--- config.mk ---
export PLATFORM = sky130hd
export DESIGN_NAME = cc_display_scanner
export DESIGN_NICKNAME = d
export VERILOG_FILES = /design/src/rtl/cc_display_scanner.sv
export SDC_FILE = /design/constraint.sdc
export NUM_CORES = 1
export LEC_CHECK = 0
export ABC_AREA = 1
export ABC_CLOCK_PERIOD_IN_PS = 1650
export CORE_MARGIN = 1.5
export CORE_UTILIZATION = 50
export CTS_BUF_LIST = sky130_fd_sc_hd__clkbuf_2
export DETAILED_ROUTE_END_ITERATION = 6
export MAX_ROUTING_LAYER = met4
export PLACE_DENSITY_LB_ADDON = 0.2
export SKIP_CTS_REPAIR_TIMING = 1
export SLEW_MARGIN = 25
export SYNTH_ARGS = -nofsm -noshare
export SYNTH_HDL_FRONTEND = slang
export SYNTH_SLANG_ARGS = --single-unit
export TNS_END_PERCENT = 20
--- constraint.sdc ---
create_clock -name CC_DISPLAYSCAN_CLOCK_50 -period 1.65 [get_ports CC_DISPLAYSCAN_CLOCK_50]
set_input_delay 0.495 -clock CC_DISPLAYSCAN_CLOCK_50 [delete_from_list [all_inputs] [get_ports CC_DISPLAYSCAN_CLOCK_50]]
set_output_delay 0.495 -clock CC_DISPLAYSCAN_CLOCK_50 [all_outputs]
set_load 0.02 [all_outputs]
--- src/rtl/cc_display_scanner.sv ---
// cc_display_scanner: 4-digit 7-segment scan controller with blanking gap
// and a per-frame data snapshot.
//
// Ports:
//   CC_DISPLAYSCAN_CLOCK_50         in   system clock
//   CC_DISPLAYSCAN_RESET_InLow      in   async active-low reset
//   CC_DISPLAYSCAN_enable_In        in   scan enable (0 = dark)
//   CC_DISPLAYSCAN_data_InBUS       in   display word, nibble k -> digit k
//   CC_DISPLAYSCAN_selection_OutBUS out  decoder code, 0..3 digit, '1 = off
//   CC_DISPLAYSCAN_digit_OutBUS     out  nibble of the selected digit
//   CC_DISPLAYSCAN_frame_Out        out  pulse on first digit-0 cycle
module cc_display_scanner #(
    parameter int DATAWIDTH_DECODER_SELECTION = 3,
    parameter int DATAWIDTH_DISPLAY_DATA      = 16,
    parameter int DATAWIDTH_DIGIT             = 4,
    parameter int ON_TICKS                    = 50000,
    parameter int BLANK_TICKS                 = 500
) (
    input  logic                                   CC_DISPLAYSCAN_CLOCK_50,
    input  logic                                   CC_DISPLAYSCAN_RESET_InLow,
    input  logic                                   CC_DISPLAYSCAN_enable_In,
    input  logic [DATAWIDTH_DISPLAY_DATA-1:0]      CC_DISPLAYSCAN_data_InBUS,
    output logic [DATAWIDTH_DECODER_SELECTION-1:0] CC_DISPLAYSCAN_selection_OutBUS,
    output logic [DATAWIDTH_DIGIT-1:0]             CC_DISPLAYSCAN_digit_OutBUS,
    output logic                                   CC_DISPLAYSCAN_frame_Out
);

    localparam int SW   = DATAWIDTH_DECODER_SELECTION;
    localparam int DW   = DATAWIDTH_DIGIT;
    localparam int MAXT = (ON_TICKS > BLANK_TICKS)
                        ? ((ON_TICKS > 2) ? ON_TICKS : 2)
                        : ((BLANK_TICKS > 2) ? BLANK_TICKS : 2);
    localparam int CW   = $clog2(MAXT);

    localparam logic [CW-1:0] ON_LAST    = CW'(ON_TICKS - 1);
    // Unused when BLANK_TICKS is 0: BLANK is then never entered.
    localparam logic [CW-1:0] BLANK_LAST =
        CW'((BLANK_TICKS > 0) ? (BLANK_TICKS - 1) : 0);
    localparam logic [SW-1:0] SEL_OFF    = '1;

    typedef enum logic [1:0] {
        ST_IDLE,
        ST_SHOW,
        ST_BLANK
    } state_t;

    state_t                  r_state;
    logic [1:0]              r_index;
    logic [CW-1:0]           r_cnt;
    logic [3:0][DW-1:0]      r_shadow;
    logic [SW-1:0]           r_sel;
    logic [DW-1:0]           r_digit;
    logic                    r_frame;

    state_t                  w_state;
    logic [1:0]              w_index;
    logic [CW-1:0]           w_cnt;
    logic [3:0][DW-1:0]      w_shadow;
    logic [SW-1:0]           w_sel;
    logic [DW-1:0]           w_digit;
    logic                    w_frame;
    logic                    w_adv;
    logic [1:0]              w_nidx;

    always_ff @(posedge CC_DISPLAYSCAN_CLOCK_50 or negedge CC_DISPLAYSCAN_RESET_InLow) begin
        if (!CC_DISPLAYSCAN_RESET_InLow) begin
            r_state  <= ST_IDLE;
            r_index  <= 2'd0;
            r_cnt    <= '0;
            r_shadow <= '0;
            r_sel    <= SEL_OFF;
            r_digit  <= '0;
            r_frame  <= 1'b0;
        end else begin
            r_state  <= w_state;
            r_index  <= w_index;
            r_cnt    <= w_cnt;
            r_shadow <= w_shadow;
            r_sel    <= w_sel;
            r_digit  <= w_digit;
            r_frame  <= w_frame;
        end
    end

    always_comb begin
        w_state  = r_state;
        w_index  = r_index;
        w_cnt    = r_cnt;
        w_shadow = r_shadow;
        w_sel    = r_sel;
        w_digit  = r_digit;
        w_frame  = 1'b0;
        w_adv    = 1'b0;
        w_nidx   = r_index + 2'd1;

        if (!CC_DISPLAYSCAN_enable_In) begin
            // Enable drop overrides any terminal count; shadow is kept.
            w_state = ST_IDLE;
            w_index = 2'd0;
            w_cnt   = '0;
            w_sel   = SEL_OFF;
        end else begin
            unique case (r_state)
                ST_IDLE: begin
                    w_state  = ST_SHOW;
                    w_index  = 2'd0;
                    w_cnt    = '0;
                    w_shadow = CC_DISPLAYSCAN_data_InBUS;
                    w_sel    = '0;
                    w_digit  = CC_DISPLAYSCAN_data_InBUS[DW-1:0];
                    w_frame  = 1'b1;
                end
                ST_SHOW: begin
                    if (r_cnt == ON_LAST) begin
                        if (BLANK_TICKS > 0) begin
                            w_state = ST_BLANK;
                            w_cnt   = '0;
                            w_sel   = SEL_OFF;
                        end else begin
                            w_adv = 1'b1;
                        end
                    end else begin
                        w_cnt = r_cnt + CW'(1);
                    end
                end
                ST_BLANK: begin
                    if (r_cnt == BLANK_LAST) begin
                        w_adv = 1'b1;
                    end else begin
                        w_cnt = r_cnt + CW'(1);
                    end
                end
                default: begin
                    w_state = ST_IDLE;
                    w_index = 2'd0;
                    w_cnt   = '0;
                    w_sel   = SEL_OFF;
                end
            endcase

            // Step to the next digit; wrapping past digit 3 starts a new
            // frame with a fresh snapshot so a frame never tears.
            if (w_adv) begin
                w_state = ST_SHOW;
                w_cnt   = '0;
                w_index = w_nidx;
                w_sel   = SW'(w_nidx);
                if (r_index == 2'd3) begin
                    w_shadow = CC_DISPLAYSCAN_data_InBUS;
                    w_digit  = CC_DISPLAYSCAN_data_InBUS[DW-1:0];
                    w_frame  = 1'b1;
                end else begin
                    w_digit  = r_shadow[w_nidx];
                end
            end
        end
    end

    assign CC_DISPLAYSCAN_selection_OutBUS = r_sel;
    assign CC_DISPLAYSCAN_digit_OutBUS     = r_digit;
    assign CC_DISPLAYSCAN_frame_Out        = r_frame;

endmodule
==> results of run 1 <==
power by group:
part           total [mW]  internal, mW  leakage [nW]  switching, mW
logic                2.21         0.976          1.23           1.23
clock network       0.434         0.101        0.0288          0.333
registers            1.61          1.39         0.572          0.225
placed cells by master (no fill, tap or decap), types with 2 or more instances in the layout:
master and count:
o21ai_0 12, dlymetal6s2s_1 5, nand3_1 26, xor2_1 11
clkbuf_16 2, inv_1 26, a21boi_0 4, nand3_2 2
nand2_1 209, buf_12 2, o21ai_1 18, clkdlybuf4s50_1 17
clkinv_1 2, ha_2 2, dfrtp_1 41, nor3_1 2
nor2_4 2, nor2_1 29, ha_1 3, xnor2_1 2
nor2_2 3, nand4_1 3, buf_4 25, dfstp_2 3
clkbuf_2 7, o21ai_2 2, inv_2 4
worst max path at each step:
stage	end
after floorplan	r_shadow[15]$_DFFE_PN0P_
after global placement	r_shadow[9]$_DFFE_PN0P_
after detailed placement	r_shadow[15]$_DFFE_PN0P_
after CTS	CC_DISPLAYSCAN_selection_OutBUS[1]
after global routing	CC_DISPLAYSCAN_selection_OutBUS[1]
final	CC_DISPLAYSCAN_selection_OutBUS[1]
cell type report:
cell class	instances	area, um2	area share (%)
Clock inverter	1	5.00	0.143
Tap cell	72	90.1	2.58
Multi-Input combinational cell	337	1590	45.3
Timing Repair Buffer	55	547	15.6
Inverter	34	135	3.86
Clock buffer	6	30.0	0.859
Sequential cell	44	1100	31.6
per-stage QoR:
| step | total power, mW | instance area [um2] | setup slack (ns) | utilization [%] |
|---|---|---|---|---|
| after floorplan | 2.87 | 2860 | 0.0562 | - |
| after global placement | 3.42 | 3300 | -0.114 | 59.9 |
| after detailed placement | 3.49 | 3300 | -0.130 | 59.9 |
| after CTS | 3.92 | 3330 | -0.438 | 60.6 |
| after global routing | 4.62 | 3500 | -0.0644 | 63.5 |
| final | 4.25 | 3500 | -0.00262 | 63.5 |
registers in the layout (all words and copies together) (netlist names):
| signal | count |
|---|---|
| CC_DISPLAYSCAN_selection_OutBUS | 3 |
| CC_DISPLAYSCAN_frame_Out | 1 |
| r_shadow | 16 |
| r_cnt | 16 |
| r_index | 2 |
| r_state | 2 |
| CC_DISPLAYSCAN_digit_OutBUS | 4 |
cells by family (layout without fill, tap and decap cells):
group	after synthesis	in the layout	synth area share [%]
XOR/XNOR	13	13	3.98
flip-flops	44	44	38.6
AO/OA/AOI/OAI	38	38	7.09
AND/OR/NAND/NOR	280	280	39.9
adder cells (fa/ha/maj)	6	6	2.62
buffers and inverters	49	96	7.74
routing by layer:
layer,wire length (um),vias up
met5,0,-
met1,3230,1222
met3,367,14
met2,2880,78
met4,117,0
li1,-,1429
==> summary.md, run 1 <==
| Metric | Value |
|---|---|
| Cells after Synth | `430` |
| Crit path from | `CC_DISPLAYSCAN_selection_OutBUS[1]$_DFFE_PN1P_` |
| Fin worst setup slack | `-0.00262 ns` |
| Worst R2R End | `r_shadow[9]$_DFFE_PN0P_` |
| Iteration count of the initial detailed-routing pass | `4` |
| CP top delay family | `flip-flops` |
| Die ar. | `0.00618 mm2` |
| Top-count cell post-synth | `nand2_1` |
| Final Wtd Congestion | `0.861` |
| Data required time of the critical path | `1.15 ns` |
| Overflow after GRT | `0` |
| Chip height | `78.6 um` |
| Fmax | `605 MHz` |
| Status | `complete, but fails checks` |
| IO Port Bufs | `26` |
| GRT met2 Usage | `34.5%` |
| Largest cells by area after synthesis | `dfrtp_1 (36%), nand2_1 (27%), nand3_1 (4.7%)` |
| Crit Path Max Fanout | `2` |
| Core ar. | `0.00551 mm2` |
| WP depth | `1` |
| Worst Skew | `0.0219 ns` |
| Post-route minimum period | `1.65 ns` |
| IO Pins | `27` |
| GRT busiest layer | `met2` |
| Worst path bufs/invs | `1` |
| Syn nets | `455` |
| Layout area overhead | `22.3%` |
| Final std cells w/o fill | `549` |
| WHS | `0.0230 ns` |
| Die W | `78.6 um` |
| # clock sinks | `44` |
| Slowest CP cell | `dfstp_2` |
| Drt total wl | `6.59 mm` |
| P per Cell Area | `1220 mW/mm2` |
| Yosys top cell area share | `35.9%` |
| Reg2reg start | `r_state[0]$_DFFE_PN0P_` |
| Worst setup EP type | `primary output` |
| GRT Overall Usage | `23.1%` |
| Kind of start point of the critical path | `flip-flop` |
| Crit-path cells | `clkbuf_2` |
| Diode count | `0` |
| Placed cells | `534` |
| FF-to-FF path depth | `11` |
| Cell Rows | `27` |
| Final setup TNS | `-0.00262 ns` |
| Failing checks | `setup timing` |
| RSZ-0062 raised after global routing | `yes` |
| Clock Latency Late Sink | `0.41 ns` |
| Met1 usage | `31.3%` |
| Number of synthesized flops with an enable pin | `0` |
| Synth warn | `0` |
| CTS Buf Count | `5` |
| Number of global-route vias before repair | `2495` |
| Root Driver | `clkbuf_2` |
| Worst path max stage delay | `0.58 ns` |
| Initial antenna violation count | `0` |
| Max VDD drop | `633 uV` |
| Mean Syn Cell Area | `6.65 um2` |
| DR vias | `2743` |
| Layout cell share with drive strength beyond 1 | `13.6%` |
| Main synth FF type | `dfrtp_1` |
| R2R setup slack | `0.06 ns` |
| Count of final max-slew check failures | `0` |
| Clock-pin slew on the worst setup and hold paths | `0.22 ns` |
| Nets | `502` |
| Antenna Nets Post-Route | `0` |
| First-pass GRT wire length | `11.2 mm` |
| Largest net degree at the start of global routing | `34` |
| Initial DRC Count | `196` |
| Fraction of registers with async set/reset | `100%` |
| HPWL after DPL | `4.43 mm` |
| # setup viols final | `1` |
| Avg WL per Cell | `12.0 um` |
| Crit path DAT | `1.16 ns` |
| DRC violations left | `0` |
| Worst relative slew slack | `65.9%` |
| Fill cells | `508` |
| H-Tree Depth | `2` |
| Synth area leader | `dfrtp_1` |
| Netlist cell types | `30` |
| Synth Cell Area | `0.00286 mm2` |
| Worst Hold Class | `primary input to asynchronous set/reset pin` |
| M3 GR Usage | `5.23%` |
| TritonCTS clock tree | `yes` |
| Worst-margin pin slew | `0.511 ns` |
| Final Cycle Share | `100%` |
| Register area share after synthesis | `38.6%` |
| Max Cap Viol | `0` |
| Setup CP Type | `flip-flop to primary output` |
| Most instantiated cells after synthesis | `nand2_1 (209), dfrtp_1 (41), nor2_1 (32), inv_1 (29), nand3_1 (27)` |
| Clock buffer depth | `2` |
| Initial Util | `51.9%` |
| Flops & latches, synth | `44` |
| Via density | `5.00` |
| Final Hold Fails | `0` |
| Lkg Pwr | `1.83 nW` |
Power figures use the tool's default switching activity.
==> run 2, diff against run 1 <==
--- a/config.mk
+++ b/config.mk
@@ -8,7 +8,7 @@
 export ABC_AREA = 1
 export ABC_CLOCK_PERIOD_IN_PS = 1650
 export CORE_MARGIN = 1.5
-export CORE_UTILIZATION = 50
+export CORE_UTILIZATION = 54
 export CTS_BUF_LIST = sky130_fd_sc_hd__clkbuf_2
 export DETAILED_ROUTE_END_ITERATION = 6
 export MAX_ROUTING_LAYER = met4
==> summary.md, run 2 (synthesis results as in run 1) <==
| Metric | Value |
|---|---|
| Multi-input gate area | `0.00161 mm2` |
| P per Cell Area | `1260 mW/mm2` |
| Clock-pin slew on the worst setup and hold paths | `0.23 ns` |
| Root Driver | `clkbuf_2` |
| FF+latch area | `0.00110 mm2` |
| Reg2reg start | `r_state[0]$_DFFE_PN0P_` |
| Count of final max-slew check failures | `0` |
| Final Total Pwr | `4.44 mW` |
| Fin worst setup slack | `-0.0204 ns` |
| Commonest non-fill, non-tap cell in the layout | `nand2_1` |
| Cell Rows | `26` |
| Clock Latency Late Sink | `0.44 ns` |
| Final std cells w/o fill | `543` |
| Post-route minimum period | `1.67 ns` |
| Clock power share | `13.8%` |
| # setup viols final | `1` |
| Worst Skew | `0.0240 ns` |
| Core Util, Final | `68.9%` |
| Max VDD drop | `558 uV` |
| Crit Path Max Fanout | `2` |
| Sw Share | `40.9%` |
| Crit path DAT | `1.18 ns` |
| Register share of total power | `36.4%` |
| Initial DRC Count | `226` |
| HPWL after DPL | `4.55 mm` |
| Via density | `5.03` |
| Initial antenna violation count | `0` |
| Fmax | `599 MHz` |
| Lkg Pwr | `1.82 nW` |
| H-Tree Depth | `2` |
| Core ar. | `0.00511 mm2` |
| Data required time of the critical path | `1.15 ns` |
| R2R setup slack | `0 ns` |
| Final Cycle Share | `101%` |
| Net Switching | `1.82 mW` |
| WP depth | `1` |
| P_int | `2.63 mW` |
| Max Cap Viol | `0` |
| Failing checks | `setup timing` |
| Worst setup EP type | `primary output` |
| Worst relative slew slack | `67.0%` |
| Initial Util | `56.0%` |
| Kind of start point of the critical path | `flip-flop` |
| IO Pins | `27` |
| Drt total wl | `6.54 mm` |
| Final setup TNS | `-0.0204 ns` |
| FF-to-FF path depth | `8` |
| GRT Overall Usage | `24.4%` |
| Antenna Nets Post-Route | `0` |
| Chip height | `75.8 um` |
| Layout area overhead | `23.1%` |
| TritonCTS clock tree | `yes` |
| IO Port Bufs | `26` |
| Final Wtd Congestion | `0.873` |
| Crit-path cells | `clkbuf_2` |
| Setup CP Type | `flip-flop to primary output` |
| Overflow after GRT | `0` |
| Clock buffer depth | `2` |
| Hold Crit Depth | `2` |
| Final Hold Fails | `0` |
| Iteration count of the initial detailed-routing pass | `4` |
| Slowest CP cell | `dfstp_2` |
| CTS Buf Count | `5` |
| Most frequent cells in the layout | `nand2_1 (205), dfrtp_1 (41), nor2_1 (29)` |
| Worst path bufs/invs | `1` |
| Hold path startpoint | `CC_DISPLAYSCAN_selection_OutBUS[1]$_DFFE_PN1P_` |
| Diode count | `0` |
| Die W | `75.8 um` |
| CP top delay family | `flip-flops` |
| Endpoint, Worst Hold | `CC_DISPLAYSCAN_selection_OutBUS[1]$_DFFE_PN1P_` |
| Worst path max stage delay | `0.58 ns` |
| RSZ-0062 raised after global routing | `yes` |
| Status | `complete, but fails checks` |
| Avg WL per Cell | `12.0 um` |
| Nets | `497` |
| Worst R2R End | `r_shadow[1]$_DFFE_PN0P_` |
| Fill cells | `464` |
| Worst-margin pin slew | `0.495 ns` |
| First-pass GRT wire length | `10.5 mm` |
| Layout cell share with drive strength beyond 1 | `13.7%` |
| Worst Hold Class | `flip-flop to flip-flop` |
| DR vias | `2732` |
| Die ar. | `0.00574 mm2` |
| DRC violations left | `0` |
| Largest net degree at the start of global routing | `28` |
| Logic pwr share | `49.8%` |
| Placed cells | `529` |
| Number of global-route vias before repair | `2386` |
| # clock sinks | `44` |
[run 2: how the worst max path moves through the flow]
| stage | startpoint | end | slack (ns) |
|---|---|---|---|
| final | CC_DISPLAYSCAN_selection_OutBUS[1]$_DFFE_PN1P_ | CC_DISPLAYSCAN_selection_OutBUS[1] | -0.02 |
| after detailed placement | CC_DISPLAYSCAN_enable_In | CC_DISPLAYSCAN_selection_OutBUS[1]$_DFFE_PN1P_ | -0.16 |
| after CTS | CC_DISPLAYSCAN_selection_OutBUS[0]$_DFFE_PN1P_ | CC_DISPLAYSCAN_selection_OutBUS[0] | -0.47 |
| after global placement | CC_DISPLAYSCAN_enable_In | r_shadow[10]$_DFFE_PN0P_ | -0.13 |
| after global routing | r_state[0]$_DFFE_PN0P_ | r_shadow[4]$_DFFE_PN0P_ | -0.15 |
| after floorplan | r_state[0]$_DFFE_PN0P_ | r_shadow[15]$_DFFE_PN0P_ | 0.06 |
[run 2: area by class of cell]
class / count / area share, %
multi-input combinational: 337 / 45.7
sequential: 44 / 31.4
clock buffer: 6 / 0.853
inverter: 34 / 4.02
clock inverter: 2 / 0.995
timing repair buffer: 50 / 14.5
tap: 70 / 2.49
[run 2: power by group through the flow]
stage | clock network, mW | registers (mW) | logic, mW
2_1_floorplan | 0 | 1.69 | 1.19
3_3_place_gp | 0 | 1.62 | 1.82
3_5_place_dp | 0 | 1.63 | 1.87
4_1_cts | 0.630 | 1.61 | 1.88
5_1_grt | 0.661 | 1.66 | 2.52
6_report | 0.611 | 1.62 | 2.22
[run 2: metal layers]
layer / up-vias / GRT usage [%] / share of wire, %
met4: 0 / 8.73 / 1.2
li1: 1417 / - / -
met1: 1250 / 32.6 / 47
met3: 7 / 3.97 / 3.7
met5: - / - / 0
met2: 58 / 37.5 / 48
[run 2: stage by stage]
stage	setup WS [ns]	instance area, um2	hold WS, ns
5_1_grt	-0.146	3520	0.503
3_5_place_dp	-0.161	3290	0.459
4_1_cts	-0.466	3350	-0.0471
2_1_floorplan	0.0562	2860	0.199
3_3_place_gp	-0.129	3290	0.455
6_report	-0.0204	3520	0.485
